[src/rtl/imem_boot_loader.sv]
// Boot loader: receives a framed byte stream (16-bit length, payload, XOR checksum),
// writes the payload into imem and holds the core in reset while loading.
module imem_boot_loader #(
    parameter int unsigned ADDR_BUS_WIDTH = 16,
    parameter int unsigned MEM_BYTES      = 64
) (
    input  logic                      clk,
    input  logic                      rst_n,
    input  logic                      load_req,
    input  logic                      rx_valid,
    input  logic [7:0]                rx_data,
    output logic                      rx_ready,
    input  logic [ADDR_BUS_WIDTH-1:0] cpu_pc,
    output logic [ADDR_BUS_WIDTH-1:0] imem_a,
    output logic                      imem_we,
    output logic [ADDR_BUS_WIDTH-1:0] imem_wa,
    output logic [7:0]                imem_wd,
    output logic                      cpu_rst_n,
    output logic                      busy,
    output logic                      done,
    output logic                      err
);

    localparam int unsigned LEN_W = 16;

    typedef enum logic [2:0] {
        S_RUN    = 3'd0,
        S_LEN_HI = 3'd1,
        S_LEN_LO = 3'd2,
        S_DATA   = 3'd3,
        S_CHECK  = 3'd4,
        S_ERROR  = 3'd5
    } state_t;

    state_t           state;
    logic [LEN_W-1:0] len;
    logic [LEN_W-1:0] cnt;
    logic [7:0]       csum;

    logic             xfer;
    logic [LEN_W-1:0] cnt_inc;
    logic [LEN_W-1:0] len_full;
    logic             len_bad;

    assign xfer     = rx_valid && rx_ready;
    assign cnt_inc  = cnt + LEN_W'(1);
    assign len_full = {len[15:8], rx_data};
    // Length must be non-zero, fit in imem and be a whole number of 32-bit words
    assign len_bad  = (len_full == '0) || (len_full > LEN_W'(MEM_BYTES)) || (len_full[1:0] != 2'b00);

    // The loader owns the imem read address whenever the core is held in reset
    assign imem_a = (state == S_RUN) ? cpu_pc : imem_wa;

    always_ff @(posedge clk or negedge rst_n) begin
        if (!rst_n) begin
            state     <= S_RUN;
            cpu_rst_n <= 1'b1;
            rx_ready  <= 1'b0;
            imem_we   <= 1'b0;
            imem_wa   <= '0;
            imem_wd   <= '0;
            busy      <= 1'b0;
            done      <= 1'b0;
            err       <= 1'b0;
            len       <= '0;
            cnt       <= '0;
            csum      <= '0;
        end else begin
            imem_we <= 1'b0;
            done    <= 1'b0;
            case (state)
                S_RUN, S_ERROR: begin
                    if (load_req) begin
                        state     <= S_LEN_HI;
                        cnt       <= '0;
                        csum      <= '0;
                        err       <= 1'b0;
                        cpu_rst_n <= 1'b0;
                        rx_ready  <= 1'b1;
                        busy      <= 1'b1;
                    end
                end
                S_LEN_HI: begin
                    if (xfer) begin
                        len[15:8] <= rx_data;
                        state     <= S_LEN_LO;
                    end
                end
                S_LEN_LO: begin
                    if (xfer) begin
                        len[7:0] <= rx_data;
                        if (len_bad) begin
                            state    <= S_ERROR;
                            err      <= 1'b1;
                            rx_ready <= 1'b0;
                            busy     <= 1'b0;
                        end else begin
                            state <= S_DATA;
                        end
                    end
                end
                S_DATA: begin
                    if (xfer) begin
                        imem_we <= 1'b1;
                        imem_wa <= ADDR_BUS_WIDTH'(cnt);
                        imem_wd <= rx_data;
                        cnt     <= cnt_inc;
                        csum    <= csum ^ rx_data;
                        if (cnt_inc == len) begin
                            state <= S_CHECK;
                        end
                    end
                end
                S_CHECK: begin
                    if (xfer) begin
                        rx_ready <= 1'b0;
                        busy     <= 1'b0;
                        if (rx_data == csum) begin
                            state     <= S_RUN;
                            done      <= 1'b1;
                            cpu_rst_n <= 1'b1;
                        end else begin
                            state <= S_ERROR;
                            err   <= 1'b1;
                        end
                    end
                end
                default: begin
                    state <= S_RUN;
                end
            endcase
        end
    end

endmodule
[config.mk]
export PLATFORM = sky130hd
export DESIGN_NAME = imem_boot_loader
export DESIGN_NICKNAME = d
export VERILOG_FILES = /design/src/rtl/imem_boot_loader.sv
export SDC_FILE = /design/constraint.sdc
export NUM_CORES = 1
export LEC_CHECK = 0
export BUFFER_PORTS_ARGS = -buffer_cell sky130_fd_sc_hd__buf_2
export CAP_MARGIN = 5
export CORE_ASPECT_RATIO = 0.75
export CORE_MARGIN = 2
export CORE_UTILIZATION = 55
export CTS_CLUSTER_SIZE = 10
export DETAILED_ROUTE_END_ITERATION = 10
export MAX_ROUTING_LAYER = met4
export PLACE_DENSITY = 0.9
export SLEW_MARGIN = 40
export SYNTH_ARGS = -nofsm -noshare
export SYNTH_HDL_FRONTEND = slang
export SYNTH_SLANG_ARGS = --single-unit
[constraint.sdc]
create_clock -name clk -period 5.5 [get_ports clk]
set_input_delay 1.1 -clock clk [delete_from_list [all_inputs] [get_ports clk]]
set_output_delay 1.1 -clock clk [all_outputs]
set_load 0.02 [all_outputs]
==> flow_summary.json <==
{
  "cts_buffer_depth": 2,
  "via_count": 3475,
  "place_inst": 578,
  "ys_top_cells_by_area": "dfrtp_1 (45%), nand2_1 (11%), mux2_2 (9.0%)",
  "avgViaCountPerCell": 5.85,
  "yosysMostFrequentCell": "nand2_1",
  "cp-start-kind": "flip-flop",
  "clkTransAtPathRegs_ps": 70,
  "wl_mm": 9.63,
  "clock_latency_ps": 350,
  "final_core_util_pct": 65.9,
  "synth-seq-cells": 72,
  "tns_ps": 0,
  "fin_nets": 520,
  "cts_buffers": 9,
  "fp.dieH_um": 77.8,
  "fill_cells": 539,
  "final.period_utilization_pct": 55.6,
  "yosysTopAreaCellShare_pct": 44.5,
  "synthXorXnorAreaFrac_pct": 5.70,
  "routedWlPerCell_um": 16.2,
  "synth_top_area_cell": "dfrtp_1",
  "dr.pass1.iters": 5,
  "hpwl_mm": 6.60,
  "cts_max_level": 3,
  "status": "complete, no violations",
  "tightest_slew_ps": 637,
  "ys_warn_count": 0,
  "rsz0062_at_grt": "no",
  "drcViolationCount": 0,
  "diodes": 0,
  "async_flop_share_pct": 100,
  "postCtsHoldBufs": 0,
  "stdcell_area_um2": 4570,
  "final_max_slew_viol_count": 0,
  "critPathKind": "flip-flop to output pin",
  "yosys.area_share.simple_pct": 20.9,
  "area_growth_pct": 14.4,
  "power_density_nw_per_um2": 464,
  "portBuffers": 73,
  "fin_skew_ps": 9.88,
  "root_buffer": "clkbuf_8",
  "synth_mux_area_share_pct": 9.53,
  "slew_headroom_pct": 57.5,
  "ys.flop_type": "dfrtp_1",
  "synthAdderAreaFrac_pct": 0.313,
  "grt_max_degree": 73,
  "start_util_pct": 57.6,
  "final_cells": 594,
  "ant_nets": 0,
  "p_leak_nw": 2.21,
  "max_cap_viol_count": 0,
  "end_kind": "output pin",
  "cts_tree": "done",
  "irDropWorstVdd_uv": 178,
  "syn_area_um2": 3990,
  "dp_slack_ps": 1910,
  "dieWidth_um": 102,
  "path_max_fanout": 18,
  "num_rows": 26,
  "synth_compound_area_share_pct": 14.4,
  "ios": 74,
  "fin_crit_ps": 3060,
  "grt_pass1_vias": 3347,
  "ys_top_cells_by_count": "nand2_1 (114), dfrtp_1 (71), o21ai_0 (40)",
  "grt_use_total_pct": 27.0,
  "max_freq_ghz": 0.327,
  "required_ps": 4400,
  "netlist_instances": 434,
  "syn_avg_cell_area_um2": 9.20,
  "setup_viol": 0,
  "dpl_cell_area_um2": 4380,
  "gp_congestion": 0.935,
  "antenna_found_initial": 0,
  "hold_path.class": "flip-flop to flip-flop",
  "syn_nets": 463,
  "hold_viol": 0,
  "coreArea_um2": 6930,
  "setup_slack_ps": 2440,
  "drt_iter0_drc": 329,
  "ys_seq_area_share_pct": 45.2,
  "overflow": 0,
  "cts_sinks": 72,
  "synth_top_family_by_area": "simple AND/OR/NAND/NOR gates",
  "postCtsSetupBuffers": 0,
  "worstPathArrival_ps": 1960,
  "grt_pass1_wl_mm": 16.2,
  "synth-edff-count": 0,
  "die_area_um2": 7960,
  "synth.distinct_cells": 56,
  "ctsResizeCount": 0,
  "drive_above_1_share_pct": 26.4
}
sequential cells by signal, indices dropped and copies added, names as in the netlist:
register   count
imem_wa       16
imem_we        1
csum           8
done           1
state          3
len           16
err            1
busy           1
cpu_rst_n      1
imem_wd        8
cnt           16
stage by stage:
step	hold slack (ps)	power [mW]
3_3_place_gp	457	1.65
2_1_floorplan	476	1.45
3_5_place_dp	465	1.70
6_report	480	2.12
4_1_cts	483	2.12
5_1_grt	509	2.25
cell usage in the layout, fill, tap and decap left out, types with 11 or more instances in the layout:
cell type / n
o21ai_0: 40
xor2_1: 17
a21oi_1: 11
buf_2: 73
nor2_1: 12
mux2_2: 32
nand2_1: 114
dfrtp_1: 71
report_power, final:
part	total, mW	internal (mW)	leakage [nW]	switching [mW]
clock	0.402	0.211	0.0916	0.191
combinational	0.887	0.382	1.17	0.504
sequential	0.829	0.671	0.949	0.159
total	2.12	1.26	2.21	0.854
area by class of cell:
type | instances | area, µm² | share of cell area (%)
clock buffer | 13 | 139 | 3.04
clock inverter | 3 | 43.8 | 0.959
inverter | 5 | 18.8 | 0.411
multi-input combinational | 327 | 2050 | 44.9
timing repair buffer | 76 | 392 | 8.57
tap | 98 | 123 | 2.68
sequential | 72 | 1800 | 39.5
critical path, cell delays in order (launching register included):
cell	delay, ps
dfrtp_1	580
nor3_2	240
buf_4	270
mux2_2	360
buf_2	160
metal layers:
layer	share of wire [%]	track usage, %	vias to the layer above
met5	0	-	-
met4	1.5	8.27	0
met3	8.1	5.77	22
met2	49	42.4	175
met1	42	35.3	1649
li1	-	-	1629
cell families after synthesis:
family | Yosys count
AOI/OAI and AO/OA | 85
xor gates and xnor gates | 26
adders and majority gates | 1
buffers and inverters | 35
DFF | 72
muxes | 34
and+or+nand+nor | 181
path summary, 6_finish.rpt:
kind                             from  slack [ps]  depth (start not counted)          to
max                          state[2]        2440                          4  imem_a[12]
min                        imem_wd[0]         480                          2  imem_wd[0]
max reg2reg                  state[2]        2740                          8     cnt[12]
min reg2reg                imem_wd[0]         480                          2  imem_wd[0]
max in group asynchronous       rst_n        4200                          2     csum[0]
min in group asynchronous       rst_n         860                          2  imem_wa[6]
No activity file was read; power rests on OpenSTA's default activity.
